$ cat config.mk
export PLATFORM = sky130hd
export DESIGN_NAME = rotatix_add_arbiter
export DESIGN_NICKNAME = d
export VERILOG_FILES = /design/src/rtl/rotatix_add_arbiter.sv
export SDC_FILE = /design/constraint.sdc
export NUM_CORES = 1
export LEC_CHECK = 0
export CORE_ASPECT_RATIO = 0.9
export CORE_UTILIZATION = 41
export DETAILED_ROUTE_END_ITERATION = 10
export PLACE_DENSITY = 0.77
export SYNTH_ARGS = -nofsm -noshare
export SYNTH_HDL_FRONTEND = slang
export SYNTH_SLANG_ARGS = --single-unit
export TNS_END_PERCENT = 10
$ cat constraint.sdc
create_clock -name clk -period 3.5 [get_ports clk]
set_input_delay 0.7 -clock clk [delete_from_list [all_inputs] [get_ports clk]]
set_output_delay 0.7 -clock clk [all_outputs]
set_load 0.005 [all_outputs]
$ cat src/rtl/rotatix_add_arbiter.sv
// rotatix_add_arbiter: two requesters share one WIDTH-bit adder through a
// round-robin arbiter. The single result register drains through a
// valid/ready handshake, and it can sustain one result per cycle.
// Optional feature: define ROTATIX_ADD_SAT_EN to clamp an overflowing sum to
// all-ones. res_carry still reports the overflow when the clamp is enabled.
module rotatix_add_arbiter #(
    parameter int WIDTH = 8
) (
    input  logic             clk,
    input  logic             rst_n,
    input  logic             req0_valid,
    input  logic [WIDTH-1:0] req0_a,
    input  logic [WIDTH-1:0] req0_b,
    output logic             req0_ready,
    input  logic             req1_valid,
    input  logic [WIDTH-1:0] req1_a,
    input  logic [WIDTH-1:0] req1_b,
    output logic             req1_ready,
    output logic             res_valid,
    input  logic             res_ready,
    output logic [WIDTH-1:0] res_sum,
    output logic             res_carry,
    output logic             res_id
);

    typedef enum logic {
        EMPTY = 1'b0,
        FULL  = 1'b1
    } state_t;

    state_t           state_q, state_d;
    logic [WIDTH-1:0] sum_q, sum_d;
    logic             carry_q, carry_d;
    logic             id_q, id_d;
    logic             last_q, last_d;   // 1: requester 1 was granted last

    logic             accept_en;
    logic             gnt0, gnt1;
    logic [WIDTH-1:0] op_a, op_b;
    logic [WIDTH:0]   add_full;

`ifdef ROTATIX_ADD_SAT_EN
    // Clamp to all-ones when the addition carries out of WIDTH bits.
    function automatic logic [WIDTH-1:0] sat_sum(input logic [WIDTH:0] full);
        return full[WIDTH] ? {WIDTH{1'b1}} : full[WIDTH-1:0];
    endfunction
`endif

    // Arbitration: a lone requester wins outright, and a contested cycle goes
    // to whichever requester was not granted last. Reset masks both readys.
    always_comb begin
        accept_en  = (state_q == EMPTY) || res_ready;
        gnt0       = accept_en && req0_valid && (!req1_valid || last_q);
        gnt1       = accept_en && req1_valid && (!req0_valid || !last_q);
        req0_ready = rst_n && gnt0;
        req1_ready = rst_n && gnt1;
    end

    // Shared adder fed by the granted requester's operands.
    always_comb begin
        op_a     = gnt1 ? req1_a : req0_a;
        op_b     = gnt1 ? req1_b : req0_b;
        add_full = {1'b0, op_a} + {1'b0, op_b};
    end

    // Next-state logic: a grant loads the result register (even while the old
    // result is draining), and a handshake with no grant empties it.
    always_comb begin
        state_d = state_q;
        sum_d   = sum_q;
        carry_d = carry_q;
        id_d    = id_q;
        last_d  = last_q;
        if (gnt0 || gnt1) begin
            state_d = FULL;
`ifdef ROTATIX_ADD_SAT_EN
            sum_d   = sat_sum(add_full);
`else
            sum_d   = add_full[WIDTH-1:0];
`endif
            carry_d = add_full[WIDTH];
            id_d    = gnt1;
            last_d  = gnt1;
        end else if ((state_q == FULL) && res_ready) begin
            state_d = EMPTY;
        end
    end

    // State and result registers. The round-robin pointer resets so that
    // requester 0 wins the first contested grant.
    always_ff @(posedge clk or negedge rst_n) begin
        if (!rst_n) begin
            state_q <= EMPTY;
            sum_q   <= '0;
            carry_q <= 1'b0;
            id_q    <= 1'b0;
            last_q  <= 1'b1;
        end else begin
            state_q <= state_d;
            sum_q   <= sum_d;
            carry_q <= carry_d;
            id_q    <= id_d;
            last_q  <= last_d;
        end
    end

    assign res_valid = (state_q == FULL);
    assign res_sum   = sum_q;
    assign res_carry = carry_q;
    assign res_id    = id_q;

endmodule
==> results_dict.tcl <==
set metrics [dict create \
    die_w_um 56.7 \
    synth_edf_count 0 \
    grt_pass1_wl_mm 4.56 \
    via_per_inst 5.70 \
    post-dp-hpwl_mm 2.24 \
    clk_latency_ps 280 \
    io_buffers 49 \
    syn-cell-area_mm2 0.00110 \
    tns_ps 0 \
    fmax_mhz 304 \
    post-synth-top-count-cell "nand2_1" \
    placementRows 17 \
    maxCapViolCount 0 \
    setup.worst_path.start_class "primary input" \
    wl_per_cell_um 13.8 \
    drt_iter0_drc 28 \
    numCtsBuffers 3 \
    drv_slew 0 \
    firstDrtPassIters 4 \
    cts.repair.resized 0 \
    power_leakage_uw 0.000755 \
    grt_max_degree 15 \
    synth_fa_ha_area_share_pct 10.9 \
    clock_power_share_pct 18.6 \
    design.core.area_mm2 0.00249 \
    crit_path_end_kind "register" \
    clk_pin_slew_ps 80 \
    synth_compound_area_share_pct 17.8 \
    synth-async-reset-ratio_pct 100 \
    nets 217 \
    ctsHoldBuffers 0 \
    layout-drive-gt1-share_pct 20.0 \
    worst_pin_slew_ps 457 \
    period_needed_ps 3290 \
    status "finished, final reports clean" \
    fin_crit_sh_pct 94.0 \
    routabilityCongestion 0.880 \
    syn-instance-count 112 \
    grt_overflow 0 \
    p_per_area_mw_per_mm2 372 \
    synth_simple_gate_area_share_pct 18.6 \
    syn-num-nets 158 \
    grt_pass1_vias 1096 \
    grt_setup_unrepaired "no" \
    reg2reg_depth 8 \
    vdd_drop_max_mv 0.248 \
    root_buffer "clkbuf_4" \
    min_path_cells 2 \
    diodes 0 \
    placed_cell_area_mm2 0.00165 \
    ys_top_cells_by_area "dfrtp_1, mux2_4, ha_1, mux2_2, nand2_1" \
    synth_xor_area_share_pct 1.59 \
    seqPwrFrac_pct 31.3 \
    yosysTopAreaCell "dfrtp_1" \
    yosysWarnings 0 \
    grtUsageTotal_pct 20.5 \
    start_util_pct 44.3 \
    die-area_mm2 0.00290 \
    ctsLongestPathBuffers 2 \
    required_ps 3660 \
    p_int_uw 429 \
    post-cts-setup-buffer-count 0 \
    critical_path_class "primary input to register" \
    relSlewSlack_pct 69.1 \
    power.share.switching_pct 31.8 \
    setup_viol 0 \
    combPwrFrac_pct 50.1 \
    critPathMaxFanout 5 \
    final_area_mm2 0.00169 \
    synth-seq-cells 12 \
    hold_ws_ps 482 \
    cts_tree "yes" \
    syn-mean-instance-area_um2 9.84 \
    synth_top_area_share_pct 25.0 \
    hold_viol 0 \
    route.detailed.drc 0 \
    ant_nets 0 \
    worstPathArrival_ps 3450 \
    fin_skew_ps 12.5 \
    fin_util_pct 67.8 \
    wirelength_mm 2.74 \
    synth_ff_type "dfrtp_1" \
    die_y_um 51.2 \
    synth_seq_area_share_pct 27.4 \
    synth_common_cells "nand2_1, dfrtp_1, mux2_4" \
    synth_mux_area_share_pct 19.4 \
    hold_class "register to register" \
    vias 1129 \
    area_growth_syn_to_layout_pct 53.1 \
    pin_count 50 \
    antenna_found_initial 0 \
    clock_sinks 12 \
    cts_htree_levels 1 \
    synth_top_family_by_area "multiplexers" \
    p_sw_uw 200 \
    yosys.cell_types.count 40 \
]
[worst max-delay path, stage by stage]
cell and delay (ps):
clkdlybuf4s50_1 470, nand2b_4 130, nand2_2 50, a21o_1 240, mux2_4 320, ha_1 230, fa_1 420, a211oi_1 340
nor2_1 140, a311oi_1 280, o21ai_0 110
[logic make-up after synthesis]
kind of cell,Yosys count
AO/OA/AOI/OAI,29
XOR/XNOR,2
adder cells (fa/ha/maj),9
buffers and inverters,6
flip-flops,12
multiplexers,16
AND/OR/NAND/NOR,38
[per-stage QoR]
step                      setup slack, ps  power, µW  std cells
after detailed placement            -19.4        513        194
after global placement               72.3        505        194
after global routing                  111        668        198
after floorplan                       426        364        112
after CTS                             260        632        198
final                                 210        629        198
[final cells by class]
type	instances	area [µm²]
Clock buffer	4	36.3
Fill cell	221	801
Inverter	3	11.3
Multi-Input combinational cell	94	753
Sequential cell	12	302
Tap cell	28	35.0
Timing Repair Buffer	57	551
[metal layers]
| layer | routed length (µm) | global-route usage (%) |
|---|---|---|
| met5 | 0 | 0 |
| met4 | 84 | 9.76 |
| met3 | 191 | 4.56 |
| met2 | 1330 | 36.9 |
| met1 | 1140 | 22.9 |
[placed cells by master, fill, tap and decap left out, drive strengths merged, types with 3 or more instances in the layout]
cell type / netlist / final
a211oi: 3 / 3
mux2: 16 / 16
a21oi: 6 / 6
clkdlybuf4s50: 0 / 49
clkbuf: 0 / 4
nor2: 7 / 7
a21o: 3 / 3
buf: 3 / 8
inv: 3 / 3
o21ai: 7 / 7
ha: 8 / 8
nor4b: 3 / 3
dfrtp: 11 / 11
nand2: 15 / 15
nand3: 3 / 3
[final timing paths]
path                                  from          to  slack, ps
worst max-delay path             res_ready  res_sum[6]        210
worst min-delay path            res_sum[3]  res_sum[3]        480
worst max register to register      last_q  res_sum[6]        720
worst min register to register  res_sum[3]  res_sum[3]        480
max in group asynchronous            rst_n      last_q       2270
min in group asynchronous            rst_n  res_sum[0]        700
[sequential cells by signal, summed over array words and instances, names as in the netlist]
register / flops
res_sum: 8
last_q: 1
res_carry: 1
res_id: 1
res_valid: 1
[power groups by stage]
stage                     Sequential, µW  Clock (µW)  Combinational, µW
final                                197         117                315
after global routing                 201         125                342
after CTS                            197         119                315
after detailed placement             199           0                313
after global placement               198           0                306
after floorplan                      200           0                164
No activity file was read; power rests on OpenSTA's default activity.
